**config.mk**
```make
export PLATFORM = sky130hd
export DESIGN_NAME = times_table_arbiter_flat
export DESIGN_NICKNAME = d
export VERILOG_FILES = /design/src/rtl/times_table_arbiter_pkg.sv /design/src/rtl/times_table_arbiter_if.sv /design/src/rtl/times_table_arbiter_rr_arb2.sv /design/src/rtl/times_table_arbiter.sv /design/src/flat_wrapper.sv
export SDC_FILE = /design/constraint.sdc
export NUM_CORES = 1
export LEC_CHECK = 0
export CAP_MARGIN = 20
export CORE_MARGIN = 5
export CORE_UTILIZATION = 37
export DETAILED_ROUTE_END_ITERATION = 16
export PLACE_DENSITY = 0.78
export SKIP_LAST_GASP = 1
export SYNTH_ARGS = -nofsm -noshare
export SYNTH_HDL_FRONTEND = slang
export SYNTH_HIERARCHICAL = 1
export SYNTH_SLANG_ARGS = --single-unit
```
**constraint.sdc**
```tcl
create_clock -name clk -period 1.8 [get_ports clk]
set_clock_uncertainty 0.05 [all_clocks]
set_input_delay 0.36 -clock clk [delete_from_list [all_inputs] [get_ports clk]]
set_output_delay 0.36 -clock clk [all_outputs]
set_load 0.01 [all_outputs]
```
**src/rtl/times_table_arbiter_pkg.sv**
```systemverilog
// Shared definitions for the times-table arbiter slice: table geometry,
// the in-flight tag record and the round-robin priority encoding.
package tt_pkg;

  localparam int TT_ADDR_W = 6;
  localparam int TT_OP_W   = 3;
  localparam int TT_DATA_W = 6;

  // In-flight read record; a/b are only carried when the result check is built.
  typedef struct packed {
    logic               valid;
    logic               id;
    logic [TT_OP_W-1:0] a;
    logic [TT_OP_W-1:0] b;
  } tt_tag_t;

  // Which requester wins when both are valid.
  typedef enum logic {
    PRIO_0 = 1'b0,
    PRIO_1 = 1'b1
  } tt_prio_e;

  // Table address is {a,b} with a in the upper half.
  function automatic logic [TT_ADDR_W-1:0] tt_addr(input logic [TT_OP_W-1:0] a,
                                                   input logic [TT_OP_W-1:0] b);
    return {a, b};
  endfunction

endpackage

```
**src/rtl/times_table_arbiter_if.sv**
```systemverilog
// Request/response/memory bundle between two clients, the arbiter and the
// times-table memory. slave = arbiter view, master = client/memory view.
interface times_table_arbiter_if #(
  parameter int DATA_W = tt_pkg::TT_DATA_W
);
  logic                         req0_valid;
  logic [tt_pkg::TT_OP_W-1:0]   req0_a;
  logic [tt_pkg::TT_OP_W-1:0]   req0_b;
  logic                         req0_ready;
  logic                         rsp0_valid;
  logic [DATA_W-1:0]            rsp0_data;

  logic                         req1_valid;
  logic [tt_pkg::TT_OP_W-1:0]   req1_a;
  logic [tt_pkg::TT_OP_W-1:0]   req1_b;
  logic                         req1_ready;
  logic                         rsp1_valid;
  logic [DATA_W-1:0]            rsp1_data;

  logic                         mem_en;
  logic [tt_pkg::TT_ADDR_W-1:0] mem_addr;
  logic [DATA_W-1:0]            mem_dout;

  modport slave (
    input  req0_valid, req0_a, req0_b, req1_valid, req1_a, req1_b, mem_dout,
    output req0_ready, rsp0_valid, rsp0_data, req1_ready, rsp1_valid, rsp1_data,
           mem_en, mem_addr
  );

  modport master (
    output req0_valid, req0_a, req0_b, req1_valid, req1_a, req1_b, mem_dout,
    input  req0_ready, rsp0_valid, rsp0_data, req1_ready, rsp1_valid, rsp1_data,
           mem_en, mem_addr
  );
endinterface

```
**src/rtl/times_table_arbiter_rr_arb2.sv**
```systemverilog
// Two-way round-robin arbiter. The priority state flips to the loser after
// every grant and holds through idle cycles.
module tt_rr_arb2
  import tt_pkg::*;
(
  input  logic clk,
  input  logic rst,
  input  logic valid0,
  input  logic valid1,
  output logic grant0,
  output logic grant1
);

  tt_prio_e prio_reg;
  tt_prio_e prio_next;

  // Priority state register.
  always_ff @(posedge clk or posedge rst) begin
    if (rst) prio_reg <= PRIO_0;
    else     prio_reg <= prio_next;
  end

  // Grant decode and next priority: a lone requester always wins.
  always_comb begin
    grant0    = 1'b0;
    grant1    = 1'b0;
    prio_next = prio_reg;
    if (valid0 && (!valid1 || prio_reg == PRIO_0)) begin
      grant0    = 1'b1;
      prio_next = PRIO_1;
    end else if (valid1) begin
      grant1    = 1'b1;
      prio_next = PRIO_0;
    end
  end

endmodule

```
**src/rtl/times_table_arbiter.sv**
```systemverilog
// Shares the single-port times-table memory between two requesters and routes
// each read result back to its issuer through a tag pipeline.
// Optional build macro TT_ARB_CHECK_EN: carries the operands with the tag and
// flags any memory result that differs from a*b (check_err / err_addr).
module times_table_arbiter
  import tt_pkg::*;
#(
  parameter int READ_LATENCY = 1,
  parameter int DATA_W       = TT_DATA_W
) (
  input  logic                   clk,
  input  logic                   rst,
  times_table_arbiter_if.slave   bus
`ifdef TT_ARB_CHECK_EN
  ,
  output logic                   check_err,
  output logic [TT_ADDR_W-1:0]   err_addr
`endif
);

`ifdef TT_ARB_CHECK_EN
  localparam int TAG_W = $bits(tt_tag_t);
`else
  localparam int TAG_W = 2;
`endif

  logic               arb_g0, arb_g1;
  logic               grant0, grant1;
  logic [TT_OP_W-1:0] op_a, op_b;
  logic [TAG_W-1:0]   tag_in;
  logic [TAG_W-1:0]   tag_reg [READ_LATENCY];
  logic               fin_valid, fin_id;
  logic               rsp0_valid_reg, rsp1_valid_reg;
  logic [DATA_W-1:0]  rsp0_data_reg, rsp1_data_reg;

  tt_rr_arb2 u_arb (
    .clk    (clk),
    .rst    (rst),
    .valid0 (bus.req0_valid),
    .valid1 (bus.req1_valid),
    .grant0 (arb_g0),
    .grant1 (arb_g1)
  );

  // Nothing is accepted and the memory stays quiet while reset is held.
  assign grant0         = arb_g0 & ~rst;
  assign grant1         = arb_g1 & ~rst;
  assign bus.req0_ready = grant0;
  assign bus.req1_ready = grant1;
  assign bus.mem_en     = grant0 | grant1;
  assign op_a           = grant1 ? bus.req1_a : bus.req0_a;
  assign op_b           = grant1 ? bus.req1_b : bus.req0_b;
  assign bus.mem_addr   = bus.mem_en ? tt_addr(op_a, op_b) : '0;

`ifdef TT_ARB_CHECK_EN
  tt_tag_t issue_tag;
  assign issue_tag = '{valid: bus.mem_en, id: grant1, a: op_a, b: op_b};
  assign tag_in    = issue_tag;
`else
  assign tag_in    = {bus.mem_en, grant1};
`endif

  // Tag pipeline: one stage per cycle of memory latency; the last stage lines
  // up with mem_dout.
  for (genvar gi = 0; gi < READ_LATENCY; gi++) begin : g_tag
    if (gi == 0) begin : g_head
      // Load the issuing grant's tag.
      always_ff @(posedge clk or posedge rst) begin
        if (rst) tag_reg[gi] <= '0;
        else     tag_reg[gi] <= tag_in;
      end
    end else begin : g_body
      // Advance the tag one stage.
      always_ff @(posedge clk or posedge rst) begin
        if (rst) tag_reg[gi] <= '0;
        else     tag_reg[gi] <= tag_reg[gi-1];
      end
    end
  end

  assign fin_valid = tag_reg[READ_LATENCY-1][TAG_W-1];
  assign fin_id    = tag_reg[READ_LATENCY-1][TAG_W-2];

  // Response registers: pulse valid for the owner, data holds otherwise.
  always_ff @(posedge clk or posedge rst) begin
    if (rst) begin
      rsp0_valid_reg <= 1'b0;
      rsp1_valid_reg <= 1'b0;
      rsp0_data_reg  <= '0;
      rsp1_data_reg  <= '0;
    end else begin
      rsp0_valid_reg <= fin_valid & ~fin_id;
      rsp1_valid_reg <= fin_valid & fin_id;
      if (fin_valid && !fin_id) rsp0_data_reg <= bus.mem_dout;
      if (fin_valid &&  fin_id) rsp1_data_reg <= bus.mem_dout;
    end
  end

  assign bus.rsp0_valid = rsp0_valid_reg;
  assign bus.rsp1_valid = rsp1_valid_reg;
  assign bus.rsp0_data  = rsp0_data_reg;
  assign bus.rsp1_data  = rsp1_data_reg;

`ifdef TT_ARB_CHECK_EN
  tt_tag_t              done_tag;
  logic [TT_DATA_W-1:0] exp_prod;
  logic                 check_err_reg;
  logic [TT_ADDR_W-1:0] err_addr_reg;

  assign done_tag = tt_tag_t'(tag_reg[READ_LATENCY-1]);
  assign exp_prod = {3'b000, done_tag.a} * {3'b000, done_tag.b};

  // Sticky mismatch flag; the address of the first bad read is kept.
  always_ff @(posedge clk or posedge rst) begin
    if (rst) begin
      check_err_reg <= 1'b0;
      err_addr_reg  <= '0;
    end else if (done_tag.valid && bus.mem_dout != DATA_W'(exp_prod)) begin
      check_err_reg <= 1'b1;
      if (!check_err_reg) err_addr_reg <= tt_addr(done_tag.a, done_tag.b);
    end
  end

  assign check_err = check_err_reg;
  assign err_addr  = err_addr_reg;
`endif

endmodule

```
**src/flat_wrapper.sv**
```systemverilog
// flat-port wrapper written by rule: the top's interface ports become plain ports
module times_table_arbiter_flat import tt_pkg::*;
#(
  parameter int READ_LATENCY = 1,
  parameter int DATA_W       = TT_DATA_W
)
  (clk, rst, bus_req0_valid, bus_req0_a, bus_req0_b, bus_req1_valid, bus_req1_a, bus_req1_b, bus_mem_dout, bus_req0_ready, bus_rsp0_valid, bus_rsp0_data, bus_req1_ready, bus_rsp1_valid, bus_rsp1_data, bus_mem_en, bus_mem_addr);
  times_table_arbiter_if #(.DATA_W(DATA_W)) bus_i ();
  input  logic clk;
  input  logic rst;
  input wire logic [$bits(bus_i.req0_valid)-1:0] bus_req0_valid;
  input wire logic [$bits(bus_i.req0_a)-1:0] bus_req0_a;
  input wire logic [$bits(bus_i.req0_b)-1:0] bus_req0_b;
  input wire logic [$bits(bus_i.req1_valid)-1:0] bus_req1_valid;
  input wire logic [$bits(bus_i.req1_a)-1:0] bus_req1_a;
  input wire logic [$bits(bus_i.req1_b)-1:0] bus_req1_b;
  input wire logic [$bits(bus_i.mem_dout)-1:0] bus_mem_dout;
  output wire logic [$bits(bus_i.req0_ready)-1:0] bus_req0_ready;
  output wire logic [$bits(bus_i.rsp0_valid)-1:0] bus_rsp0_valid;
  output wire logic [$bits(bus_i.rsp0_data)-1:0] bus_rsp0_data;
  output wire logic [$bits(bus_i.req1_ready)-1:0] bus_req1_ready;
  output wire logic [$bits(bus_i.rsp1_valid)-1:0] bus_rsp1_valid;
  output wire logic [$bits(bus_i.rsp1_data)-1:0] bus_rsp1_data;
  output wire logic [$bits(bus_i.mem_en)-1:0] bus_mem_en;
  output wire logic [$bits(bus_i.mem_addr)-1:0] bus_mem_addr;
  assign bus_i.req0_valid = bus_req0_valid;
  assign bus_i.req0_a = bus_req0_a;
  assign bus_i.req0_b = bus_req0_b;
  assign bus_i.req1_valid = bus_req1_valid;
  assign bus_i.req1_a = bus_req1_a;
  assign bus_i.req1_b = bus_req1_b;
  assign bus_i.mem_dout = bus_mem_dout;
  assign bus_req0_ready = bus_i.req0_ready;
  assign bus_rsp0_valid = bus_i.rsp0_valid;
  assign bus_rsp0_data = bus_i.rsp0_data;
  assign bus_req1_ready = bus_i.req1_ready;
  assign bus_rsp1_valid = bus_i.rsp1_valid;
  assign bus_rsp1_data = bus_i.rsp1_data;
  assign bus_mem_en = bus_i.mem_en;
  assign bus_mem_addr = bus_i.mem_addr;
  times_table_arbiter #(.READ_LATENCY(READ_LATENCY), .DATA_W(DATA_W)) u_core (.clk(clk), .rst(rst), .bus(bus_i));
endmodule
```
==> metrics, run 1 <==
RSZ-0062 raised after global routing true; critical path class reg2out; ant diodes 0; CP Buf/Inv Count 1; CP Launch Type flop; Worst R2R Path Depth 10; Synth warnings 6; Initial Util between 30% and 40%; worst hold path depth 2; Seq/Total Area, Yosys between 50 and 60%; Final Max Tran Viols 0; Yosys top cell area share 54.2%; power density over the cells 864 mW/mm^2; first-pass GRT wire length 3470 um; Core Area about 0.002 sq mm; post-DP HPWL ~1500 um; CP endpoint kind primary output; final hold violation count 0; CP Data Required Time roughly 1.4 ns; vias in the first global route roughly 770; Syn-to-layout area delta 68.9%; Slowest Stage Delay on Critical Path around 0.42 ns; clk sinks 17; DR vias/cell between 4 and 5; Post-Syn Area per Cell about 12 sq um; Critical Path Fanout Max 6; Worst Min Path Start bus_req1_valid; Synth Instances 65; Netlist cell types 18; Min-Delay Path Class in2reg; Residual DRC 0; GRT Util Overall 13.9%; Peak VDD IR 498 uV; total power around 1.1 mW; DRT iter0 DRCs 12; Levels on crit path 5; ranking of synthesized cells by area dfrtp_1 (54%), mux2_4 (11%), mux2_2 (8.6%); Final Worst Setup Slack -0.119 ns; WL per Instance between 10 and 15 um; Yosys reg bits 17; WHS between 0.4 and 0.5 ns; status complete, but fails checks; Post-DRT Antenna Nets 0; max-cap viol count 0; Layout Nets 143; Setup Slack @ Placement -0.725 ns; worst setup path startpoint u_core/u_arb/prio_reg; num rows 16; Vias 726; CTS tree done; initial antenna violation count 0; worst slew pin tran 0.366 ns; CTS Buf Count 3; chip width 56.0 um; global route overflow 0; cell chain of the critical path nand2b_4, and2_4, nand3b_1, a21oi_2, buf_2; final wirelength 1990 um; Vert. Die Dim 56.0 um; share of cells above drive strength 1 35.0%; violated checks negative setup slack; Cell Area, Synth approximately 780 sq um; Worst-Skew Late Latency approximately 0.28 ns; CP delay by family, top simple AND/OR/NAND/NOR gates; Port Buffer Count 44; syn_nets 87; Clock Root Buffer clkbuf_4; post-layout min period 1.92 ns; CTS HTree Levels 1; TritonRoute pass-1 iters 4; slowest library cell on the worst path dfrtp_1; Final setup viols 7; GP Congestion 0.684; area leader, netlist dfrtp_1; crit path DAT 1.51 ns; Reg2Reg Launch Point u_core/u_arb/prio_reg; f_max 521 MHz; TNS Setup -0.410 ns; P_leak 0.616 nW; Worst-path clk slew 0.08 ns; die area 0.00314 sq mm; io pins 45; clk buf depth 2; pin count of the biggest net entering global routing 17; Slew headroom 75.5%; final period utilization 107%
[routing by layer]
layer / global-route usage [%] / wire length [um]
met5: 0 / 0
met4: 6.78 / 34
met3: 8.35 / 300
met2: 21.9 / 955
met1: 14.8 / 695
[cells in the final DEF (no fill, tap or decap), drive strengths merged]
cell type	count
dfrtp	17
mux2	12
a21oi	6
clkdlybuf4s50	33
a21boi	1
inv	4
nor2b	3
clkbuf	4
nor2	2
nand2b	1
o21ai	1
nand2	7
and2	2
buf	19
nand3b	6
dlygate4sd2	2
[worst paths after layout]
path                                                end  slack (ns)
worst max-delay path                    bus_mem_addr[3]       -0.12
worst min-delay path              u_core/u_arb/prio_reg        0.45
worst max register to register        u_core/tag_reg[1]        0.04
worst min register to register  u_core/bus.rsp1_data[4]        0.46
max in group asynchronous       u_core/bus.rsp0_data[2]        0.79
min in group asynchronous         u_core/u_arb/prio_reg        0.57
[worst reg2reg max path, delay by kind of cell, from the launching register on]
kind / cells / cell delay [ns]
flip-flops: 1 / 0.42
AND/OR/NAND/NOR: 4 / 0.48
buffers and inverters: 6 / 0.72
[Yosys cell counts (all sizes together)]
library cell / count
mux2: 12
nand2: 7
nor2: 2
nand3b: 6
a21oi: 6
nor2b: 3
inv: 4
buf: 2
a21boi: 1
nand2b: 1
dfrtp: 17
clkbuf: 2
and2: 1
o21ai: 1
[metrics by stage]
step / instances / area (sq um) / utilization [%]
after floorplan: 65 / 785 / -
after global placement: 137 / 1270 / 64.2
after detailed placement: 137 / 1270 / 64.2
after CTS: 147 / 1320 / 66.7
after global routing: 147 / 1330 / 66.9
final: 147 / 1330 / 66.9
[logic make-up (layout without fill, tap and decap cells)]
family,count (synthesis),in the layout,synth area share (%)
flip-flops,17,17,54.2
buffers and inverters,8,62,4.94
multiplexers,12,12,20.1
AO/OA/AOI/OAI,8,8,5.42
AND/OR/NAND/NOR,20,21,15.3
[where the power goes]
part | switching [mW] | total, mW | internal (mW)
combinational | 0.155 | 0.447 | 0.292
sequential | 0.0431 | 0.505 | 0.461
clock | 0.108 | 0.194 | 0.0861
[cell type report]
cell class              instances  area, sq um
flip-flops and latches         17          425
multi-input cells              41          349
clock buffers                   4         26.3
repair buffers                 54          475
inverters                       4         15.0
fillers                       152          657
well taps                      27         33.8
[timing repair]
| action | in CTS | in global routing |
|---|---|---|
| pin swaps | 8 | 1 |
| hold buffers | 0 | 0 |
| setup buffers | 5 | 0 |
| endpoints found under the setup margin | 9 | 10 |
| gates cloned | 1 | 0 |
| resized for setup | 44 | 4 |
(Power assumes the default switching activity.)
==> run 2: changes to the inputs <==
- ABC_AREA: unset -> 1
==> run 2 against run 1 <==
  * The run still ends with negative setup slack left
  * Utilization increased by 4.7 points
  * Clock power about the same
  * Combinational power decreased by 3%
  * Via count increased by 12%
  * Worst setup slack improved by 0.035 ns
  * Die area increased by 0.27%
  * Register-to-register slack improved by 0.58 ns
  * Clock-buffer cell count unchanged
  * Routed wire length increased by 7.2%
  * Highest routed layer is now met3
==> metrics, run 2 <==
critical path class reg2out; synth cell count leaders nand2_1 (31), inv_1 (21), dfrtp_1 (17); Reg2Reg Launch Point u_core/u_arb/prio_reg; chip width 56.1 um; final wirelength ~2100 um; fraction of registers with async set/reset 100%; Min-Delay Path Class in2async; GP Congestion 0.680; CP Launch Type flop; syn_nets 122; Slew headroom 70.9%; Peak VDD IR roughly 400 uV; final hold violation count 0; crit path DAT 1.47 ns; CTS Buf Count 3; GRT Util Overall 14.1%; Cells after DPL 176; first-pass GRT wire length 3590 um; Core Util, Final 71.6%; Port Buffer Count 44; Post-Syn Area per Cell 7.87 sq um; Synth Instances 100; num rows 16; f_max 531 MHz; cell chain of the critical path inv_2, a21oi_4, nand2_4, buf_6, nand2_2, nand2_1, nor2_1, buf_2; share of cells above drive strength 1 28.7%; Syn-to-layout area delta 82.0%; Post-synth EDFFs 0; Worst-path clk slew 0.09 ns; Critical R2R Capture u_core/tag_reg[0]; Synth Flop Type dfrtp_1; status complete, but fails checks; Final Max Tran Viols 0; CTS tree done; TritonRoute pass-1 iters 4; max-cap viol count 0; most frequent cells in the layout clkdlybuf4s50_1 (32), nand2_1 (25), inv_1 (17), dfrtp_1 (17), o21ai_1 (12); initial antenna violation count 0; RSZ-0062 raised after global routing true; global route overflow 0; Yosys top cell area share 54.1%; Slowest Stage Delay on Critical Path 0.41 ns; worst slew pin tran roughly 0.44 ns; Yosys reg bits 17; Worst R2R Path Depth 7; Initial Util about two fifths; total power 1.12 mW; io pins 45; CP Data Required Time 1.39 ns; Layout Nets 183; post-layout min period ~1.9 ns; WL per Instance between 10 and 15 um; Clock Root Buffer clkbuf_4; worst setup path startpoint u_core/u_arb/prio_reg; Critical Path Fanout Max 6; pin count of the biggest net entering global routing 17; P_leak 0.762 nW; Synth warnings 6; Residual DRC 0; ranking of synthesized cells by area dfrtp_1 (54%), nand2_1 (15%), inv_1 (10%); clk buf depth 2; post-DP HPWL 1550 um; die area 0.00315 sq mm; final std cells w/o fill 187; CTS HTree Levels 1; Critical Path End bus_mem_addr[4]; slowest library cell on the worst path dfrtp_1; Core Area roughly 0.0020 sq mm; Vias 816; Final setup viols 6; ant diodes 0; CP endpoint kind primary output; vias in the first global route 875; area leader, netlist dfrtp_1; Netlist cell types 13; final period utilization 105%; clk sinks 17; commonest non-fill, non-tap cell in the layout clkdlybuf4s50_1; Final Worst Setup Slack -0.0837 ns; Post-DRT Antenna Nets 0; DR vias/cell ~4.4; Cell Area, Synth 787 sq um; DRT iter0 DRCs 18; reg2reg setup slack 0.62 ns; Vert. Die Dim 56.1 um; violated checks negative setup slack; power density over the cells 784 mW/mm^2; count leader, synth nand2_1; Seq/Total Area, Yosys 54.1%; Worst-Skew Late Latency 0.28 ns; TNS Setup -0.374 ns
[run 2: where the power goes]
part	leakage (nW)	switching [mW]	internal, mW	total, mW
clock network	0.0150	0.110	0.0860	0.196
logic	0.537	0.186	0.248	0.434
registers	0.210	0.0374	0.455	0.493
[run 2: what timing repair did]
action	4_1_cts	5_1_grt
gates resized for setup	55	14
gates cloned	1	0
hold buffers	1	0
buffers inserted	4	2
endpoints found under the setup margin	9	9
endpoints found under the hold margin	1	0
pin swaps	5	7
[run 2: layout make-up]
cell class | count | area (sq um)
inverter | 22 | 85.1
clock buffer | 4 | 26.3
multi-input combinational | 59 | 322
fill | 164 | 569
timing repair buffer | 58 | 541
tap | 27 | 33.8
sequential | 17 | 425
[run 2: critical path, delay by kind of cell, from the launching register on]
kind	cells	cell delay, ns
compound gates	1	0.16
buf+inv	3	0.32
flops	1	0.41
simple gates	4	0.30
[run 2: logic make-up (layout without fill, tap and decap cells)]
kind of cell | Yosys count | count (layout) | synth area share (%)
AND/OR/NAND/NOR | 45 | 46 | 23.7
buffers and inverters | 25 | 84 | 13.5
flip-flops | 17 | 17 | 54.1
AO/OA/AOI/OAI | 13 | 13 | 8.74
[run 2: metrics by stage]
step / area, sq um / hold slack, ns / worst slack [ns]
CTS: 1380 / 0.342 / -0.114
global placement: 1300 / 0.423 / -0.615
detailed placement: 1300 / 0.430 / -0.663
global route: 1430 / 0.371 / -0.194
floorplan: 787 / 0.0387 / 0.285
finish: 1430 / 0.359 / -0.0837
[run 2: routing by layer]
metal	share of wire [%]	vias to the layer above	GRT usage, %	routed length (um)
met3	11	0	6.03	240
met4	0	0	6.10	0
met2	50	40	24.7	1070
met1	39	361	14.6	821
li1	-	415	-	-
met5	0	-	0	0
[run 2: worst min path at each step]
stage,start,endpoint,slack (ns),cells past startpoint
2_1_floorplan,rst,u_core/u_arb/prio_reg,0.04,1
3_3_place_gp,u_core/bus.rsp1_data[0],u_core/bus.rsp1_data[0],0.42,2
3_5_place_dp,u_core/bus.rsp1_data[2],u_core/bus.rsp1_data[2],0.43,2
4_1_cts,rst,u_core/bus.rsp0_data[3],0.34,4
5_1_grt,rst,u_core/bus.rsp0_data[3],0.37,4
6_report,rst,u_core/bus.rsp1_data[3],0.36,4
